## config.mk

```make
export PLATFORM = sky130hd
export DESIGN_NAME = pix_pack_writer
export DESIGN_NICKNAME = d
export VERILOG_FILES = /design/src/rtl/pix_pack_writer_pkg.sv /design/src/rtl/pix_pack_queue2.sv /design/src/rtl/pix_pack_writer.sv
export SDC_FILE = /design/constraint.sdc
export NUM_CORES = 1
export LEC_CHECK = 0
export ABC_AREA = 1
export ABC_CLOCK_PERIOD_IN_PS = 5600
export BUFFER_PORTS_ARGS = -buffer_cell sky130_fd_sc_hd__buf_2
export CAP_MARGIN = 20
export CELL_PAD_IN_SITES_DETAIL_PLACEMENT = 1
export CELL_PAD_IN_SITES_GLOBAL_PLACEMENT = 1
export CORE_ASPECT_RATIO = 1.4
export CORE_MARGIN = 4
export CORE_UTILIZATION = 25
export DETAILED_ROUTE_END_ITERATION = 10
export PLACE_DENSITY_LB_ADDON = 0.1
export SETUP_SLACK_MARGIN = 0.4
export SKIP_LAST_GASP = 1
export SLEW_MARGIN = 30
export SYNTH_ARGS = -nofsm -noshare
export SYNTH_HDL_FRONTEND = slang
export SYNTH_SLANG_ARGS = --single-unit
```

## constraint.sdc

```tcl
create_clock -name w_clk -period 5.6 [get_ports w_clk]
set_input_delay 0.28 -clock w_clk [delete_from_list [all_inputs] [get_ports w_clk]]
set_output_delay 0.28 -clock w_clk [all_outputs]
set_load 0.01 [all_outputs]
```

## src/rtl/pix_pack_writer_pkg.sv

```systemverilog
// Shared widths and FSM encoding for the sensor-side pixel packers.
package pix_pack_writer_pkg;

  localparam int PIX_W  = 12;
  localparam int WORD_W = 16;
  localparam int BUF_W  = 28;
  localparam int FILL_W = 5;

  typedef enum logic [2:0] {
    IDLE    = 3'd0,
    WAIT_FS = 3'd1,
    CAPTURE = 3'd2,
    FLUSH   = 3'd3,
    DONE    = 3'd4
  } state_t;

endpackage

```

## src/rtl/pix_pack_queue2.sv

```systemverilog
// Two-entry word queue with synchronous clear; head is entry 0.
module pix_pack_queue2
  import pix_pack_writer_pkg::*;
(
  input  logic              w_clk,
  input  logic              rst_,
  input  logic              i_clr,
  input  logic              i_push,
  input  logic [WORD_W-1:0] i_din,
  input  logic              i_pop,
  output logic              o_full,
  output logic              o_empty,
  output logic [WORD_W-1:0] o_head
);

  logic [WORD_W-1:0] r_q0;
  logic [WORD_W-1:0] r_q1;
  logic [1:0]        r_cnt;
  logic              w_pop_ok;
  logic              w_push_ok;

  assign w_pop_ok  = i_pop && (r_cnt != 2'd0);
  assign w_push_ok = i_push && ((r_cnt != 2'd2) || w_pop_ok);

  // Storage update: push fills the first free slot, pop shifts entry 1 forward.
  always_ff @(posedge w_clk or negedge rst_) begin
    if (!rst_) begin
      r_q0  <= '0;
      r_q1  <= '0;
      r_cnt <= 2'd0;
    end else if (i_clr) begin
      r_q0  <= '0;
      r_q1  <= '0;
      r_cnt <= 2'd0;
    end else begin
      case ({w_push_ok, w_pop_ok})
        2'b10: begin
          if (r_cnt == 2'd0) r_q0 <= i_din;
          else               r_q1 <= i_din;
          r_cnt <= r_cnt + 2'd1;
        end
        2'b01: begin
          r_q0  <= r_q1;
          r_q1  <= '0;
          r_cnt <= r_cnt - 2'd1;
        end
        2'b11: begin
          if (r_cnt == 2'd1) begin
            r_q0 <= i_din;
          end else begin
            r_q0 <= r_q1;
            r_q1 <= i_din;
          end
        end
        default: ;
      endcase
    end
  end

  assign o_full  = (r_cnt == 2'd2);
  assign o_empty = (r_cnt == 2'd0);
  assign o_head  = r_q0;

endmodule

```

## src/rtl/pix_pack_writer.sv

```systemverilog
// Captures one frame of 12-bit pixels, packs them little-endian into 16-bit
// words and feeds the async FIFO through a 2-entry queue.
//
// state   | meaning
// IDLE    | disabled, buffer and queue empty
// WAIT_FS | enabled, waiting for a fresh frame-valid rise
// CAPTURE | accepting pixels until frame-valid drops
// FLUSH   | emit padded partial word (unless overflowed), drain queue
// DONE    | frame complete, hold done until en falls
module pix_pack_writer
  import pix_pack_writer_pkg::*;
#(
  parameter int CNT_W = 24
) (
  input  logic              rst_,
  input  logic              w_clk,
  input  logic              en,
  input  logic              pix_fv,
  input  logic              pix_valid,
  input  logic [PIX_W-1:0]  pix_data,
  output logic              fifo_trigger,
  output logic [WORD_W-1:0] fifo_data,
  input  logic              fifo_ready,
  output logic              done,
  output logic              overflow,
  output logic [CNT_W-1:0]  word_count
);

  state_t            r_state;
  logic              r_fv_d;
  logic [BUF_W-1:0]  r_buf;
  logic [FILL_W-1:0] r_fill;
  logic              r_done;
  logic              r_overflow;
  logic [CNT_W-1:0]  r_word_count;

  logic              w_full;
  logic              w_empty;
  logic [WORD_W-1:0] w_head;
  logic              w_pop;
  logic              w_fv_rise;
  logic              w_accept;
  logic [BUF_W-1:0]  w_buf_app;
  logic [FILL_W-1:0] w_fill_app;
  logic              w_pix_push;
  logic              w_pad_push;
  logic              w_push_req;
  logic [WORD_W-1:0] w_push_data;
  logic              w_room;
  logic              w_push_ok;
  logic              w_drop;

  assign w_pop     = !w_empty && fifo_ready;
  assign w_fv_rise = pix_fv && !r_fv_d;

  // The pixel that arrives with the frame-valid rise belongs to the frame.
  assign w_accept = en && pix_valid && pix_fv &&
                    ((r_state == CAPTURE) || ((r_state == WAIT_FS) && w_fv_rise));

  assign w_buf_app  = r_buf | (BUF_W'(pix_data) << r_fill);
  assign w_fill_app = r_fill + 5'd12;

  assign w_pix_push  = w_accept && (w_fill_app >= 5'd16);
  assign w_pad_push  = en && (r_state == FLUSH) && (r_fill != '0);
  assign w_push_req  = w_pix_push || w_pad_push;
  // Bits above fill are always zero, so the low half is already the padded word.
  assign w_push_data = w_pix_push ? w_buf_app[WORD_W-1:0] : r_buf[WORD_W-1:0];

  // A pop in the same cycle frees a slot even when the queue is full.
  assign w_room    = !w_full || w_pop;
  assign w_push_ok = w_push_req && w_room;
  assign w_drop    = w_pix_push && !w_room;

  pix_pack_queue2 u_queue (
    .w_clk   (w_clk),
    .rst_    (rst_),
    .i_clr   (!en),
    .i_push  (w_push_ok),
    .i_din   (w_push_data),
    .i_pop   (w_pop),
    .o_full  (w_full),
    .o_empty (w_empty),
    .o_head  (w_head)
  );

  // Sequencing FSM together with the bit buffer and the status registers.
  always_ff @(posedge w_clk or negedge rst_) begin
    if (!rst_) begin
      r_state      <= IDLE;
      r_fv_d       <= 1'b0;
      r_buf        <= '0;
      r_fill       <= '0;
      r_done       <= 1'b0;
      r_overflow   <= 1'b0;
      r_word_count <= '0;
    end else begin
      r_fv_d <= pix_fv;
      if (!en) begin
        r_state <= IDLE;
        r_buf   <= '0;
        r_fill  <= '0;
        r_done  <= 1'b0;
      end else begin
        case (r_state)
          IDLE: begin
            r_state      <= WAIT_FS;
            r_overflow   <= 1'b0;
            r_word_count <= '0;
          end
          WAIT_FS: if (w_fv_rise) r_state <= CAPTURE;
          CAPTURE: if (!pix_fv) r_state <= FLUSH;
          FLUSH: begin
            if ((r_fill == '0) && w_empty) begin
              r_state <= DONE;
              r_done  <= 1'b1;
            end
          end
          DONE:    ;
          default: r_state <= IDLE;
        endcase

        if (w_accept) begin
          if (w_drop) begin
            // Lost word: discard the partial buffer so FLUSH only drains.
            r_buf      <= '0;
            r_fill     <= '0;
            r_overflow <= 1'b1;
            r_state    <= FLUSH;
          end else if (w_pix_push) begin
            r_buf  <= w_buf_app >> WORD_W;
            r_fill <= w_fill_app - 5'd16;
          end else begin
            r_buf  <= w_buf_app;
            r_fill <= w_fill_app;
          end
        end else if (w_pad_push && w_push_ok) begin
          r_buf  <= '0;
          r_fill <= '0;
        end

        if (w_push_ok && (r_word_count != '1)) begin
          r_word_count <= r_word_count + CNT_W'(1);
        end
      end
    end
  end

  assign fifo_trigger = !w_empty;
  assign fifo_data    = w_empty ? '0 : w_head;
  assign done         = r_done;
  assign overflow     = r_overflow;
  assign word_count   = r_word_count;

endmodule

```

==> key figures <==
Global routing
  • Pin count of the biggest net entering global routing: 51
  • Met3 Use GR: 0.0232
  • Vias in the first global route: approximately 5700
  • Met1 usage: 0.196
  • Global-route wire length before repair: 31700 µm
  • Initial antenna violation count: 0
  • Congestion Overflow GR: 0
  • Busiest grt layer: met2
  • Met2 global-route usage: 0.271
  • Global-route usage over all layers: 0.155

Finish
  • Footprint of the multi-input gates: 0.00296 mm²
  • Growth of design area from synthesis to finish: 13.8%
  • Nets: between 800 and 900
  • FF/Latch Area: 0.00238 mm²
  • N_diodes: 0
  • Post-Layout Cell Count: about 1200
  • Fraction of layout cells with a size suffix above 1: 0.125
  • Fillers: 2875

Synthesis
  • Post-synthesis compound-gate area fraction: 0.114
  • Top-count cell post-synth: nand2_1
  • Top cell type by total area after synthesis: dfrtp_1
  • Post-Synth XOR/XNOR Area: 0.0332
  • Mapped Nets: about 840
  • Post-Synth Adder-Cell Area: 0.0129
  • Mean Syn Cell Area: approximately 7.2 µm²
  • Commonest cells post-synth: nand2_1 (228), dfrtp_1 (95), nand3_1 (87)
  • Main flop type after synthesis: dfrtp_1
  • Count of cell types in the netlist: 39
  • Top cells by area, synth: dfrtp_1 (41%), nand2_1 (15%), nand3_1 (7.5%)
  • Ys async rst share: 1.00
  • Post-synthesis cell count: between 800 and 900
  • Main combinational cell family by area after synthesis: simple AND/OR/NAND/NOR gates
  • Seq/Total Area, Yosys: 0.407
  • Number of enable flip-flop cells after synthesis: 0
  • Top cell type's share of synthesized area: 0.407
  • Post-Synth Simple-Gate Area: 0.346
  • Netlist Area Pre-Place: around 0.0058 mm²
  • Mux share of post-synthesis cell area: 0
  • Yosys Warn Count: 0
  • #FFs+latches synth: 95

STA
  • Tightest Pin Transition: a little under 0.8 ns
  • Count of final setup violators: 0
  • Period minus WS final: 3.35 ns
  • Fin crit share: 0.598
  • Hold Slack: ~0.076 ns
  • Slew headroom: 0.471
  • Slew Viols, Final: 0
  • Fin. Hold Viols: 0
  • Worst Skew: roughly 0.0089 ns
  • Total negative slack: 0 ns
  • Max Clock Freq: approximately 300 MHz
  • RSZ-0062 raised after global routing: false

Flow run
  • Total of max-cap violations: 0

Power and ir drop
  • Max IR drop VDD: between 0.15 and 0.2 mV
  • Clock Power Share: 0.357
  • Seq pwr share: 0.417
  • Sw frac: 0.340
  • Tot Pwr: between 1.5 and 2 mW
  • Net Sw Power: approximately 630 µW
  • Combinational share of power: 0.226
  • Leak: between 3 and 4 nW
  • Pint: ~1.2 mW
  • PD cells: between 200 and 300 mW/mm²

Placed design
  • Post-DP HPWL: 14700 µm
  • GPL Wtd Cong: 0.838
  • Port-buffer cells: 60
  • Placed Cells: ~1100

Die
  • Die Y: 189 µm
  • Row cnt: between 60 and 70
  • I/O pin count: between 60 and 70
  • Initial Utilization: 0.256
  • Die ar.: approximately 0.026 mm²
  • Die Wd: 137 µm
  • Core area: ~0.023 mm²

Hold path
  • Hold Crit Class: in -> reg
  • HP Start: pix_fv

Detailed routing
  • Detailed Routing Iterations Pass 1: 4
  • WL/cell: 16.7 µm
  • Initial DRC count: ~280
  • DRT Wirelength: 19300 µm
  • Routed vias: about 5400
  • Vias/cell: between 4 and 5
  • Routed Antenna Nets: 0
  • Drc violations: 0

Clock tree
  • Max clock buf depth: 2
  • Worst-Skew Late Latency: between 0.3 and 0.4 ns
  • Clk slew on worst S/H paths: 0.07 ns
  • H-tree Lvls: 3
  • CTS buffer count: 9
  • Root buf cell: clkbuf_16
  • CTS tree: built
  • Clk sinks: 95
  • Resized Gates After CTS: 0

Setup path
  • Worst setup SP type: flop
  • Critical Path RT: around 5.8 ns
  • Worst Path Arrival: 3.58 ns
  • WS Path Type: reg -> reg
  • Max stage delay cell, worst path: dfrtp_1
  • Cells along the critical path: inv_1, ha_1, xnor2_4, nand3_4, inv_2, nand3_1, o211ai_1, a21oi_1
  • Reg2reg start: r_fill[2]
  • Critical Path Fanout Max: 24
  • Critical path's largest stage delay: ~0.66 ns
  • CP Capture Type: flop
  • CP startpoint: r_fill[2]

Outcome
  • Status: finished clean
==> per-stage QoR <==
step                      setup WS [ns]  utilization  cell area [µm²]
after global placement             2.31        0.278             6330
after global routing               1.84        0.292             6650
after floorplan                    3.35            -             5840
final                              2.25        0.292             6650
after CTS                          2.15        0.292             6650
after detailed placement           2.20        0.278             6330
==> flip-flops by register name, indices dropped and copies added, names as in the netlist <==
name / cells
done: 1
overflow: 1
r_buf: 28
r_fill: 3
r_fv_d: 1
r_state: 3
u_queue.o_head: 16
u_queue.r_cnt: 2
u_queue.r_q1: 16
word_count: 24
==> cell families after synthesis <==
group | Yosys count
and+or+nand+nor | 456
xor gates and xnor gates | 20
adders and majority gates | 6
DFF | 95
AOI/OAI and AO/OA | 123
buffers and inverters | 115
==> worst max-delay path, delay by kind of cell (launching register included) <==
kind            cells  cell delay (ns)
fa+ha+maj           1             0.36
buf+inv             2             0.70
compound gates      2             0.37
xor+xnor            1             0.26
simple gates        2             0.85
flops               1             0.66
==> metal layers <==
layer | wire length (µm) | vias up | part of all wire
met4 | 304 | 0 | 0.016
met1 | 8660 | 2621 | 0.45
met2 | 9830 | 74 | 0.51
li1 | - | 2726 | -
met3 | 513 | 18 | 0.027
met5 | 0 | - | 0
==> final timing paths <==
kind | to | slack (ns) | depth (start not counted)
worst max-delay path | r_buf[6] | 2.25 | 8
worst min-delay path | r_fv_d | 0.08 | 1
worst max register to register | r_buf[6] | 2.25 | 8
worst min register to register | u_queue.r_q1[6] | 0.48 | 2
max in group asynchronous | r_buf[8] | 3.99 | 3
min in group asynchronous | word_count[9] | 0.46 | 2
==> power groups by stage <==
| stage | combinational, mW | clock (mW) | sequential (mW) |
|---|---|---|---|
| floorplan | 0.294 | 0 | 0.771 |
| detailed placement | 0.426 | 0 | 0.783 |
| global placement | 0.415 | 0 | 0.780 |
| CTS | 0.428 | 0.688 | 0.770 |
| finish | 0.416 | 0.658 | 0.769 |
| global route | 0.483 | 0.716 | 0.776 |
==> repair_timing <==
item | 4_1_cts | 5_1_grt
hold buffers | 1 | 0
setup buffers | 0 | 0
endpoints found under the hold margin | 45 | 0
==> cell usage in the layout (no fill, tap or decap), types with 5 or more instances in the layout <==
master and count:
o21ai_0 62, ha_1 6, dfrtp_1 95, nand3b_1 10, buf_2 59, nor3_1 12
nor2_1 86, or2_2 5, nand4_1 10, nand3_1 87, inv_1 69, inv_2 7
a21oi_1 29, xor2_1 13, o21ai_1 7, clkbuf_16 9, o22ai_1 6, o211ai_1 7
nand2_1 228, xnor2_1 6
==> final cells by class <==
class | instances | area share
Clock buffer | 9 | 0.0339
Clock inverter | 7 | 0.0119
Inverter | 77 | 0.0435
Multi-Input combinational cell | 605 | 0.446
Sequential cell | 95 | 0.358
Tap cell | 301 | 0.0567
Timing Repair Buffer | 64 | 0.0505
(Power assumes the default switching activity.)
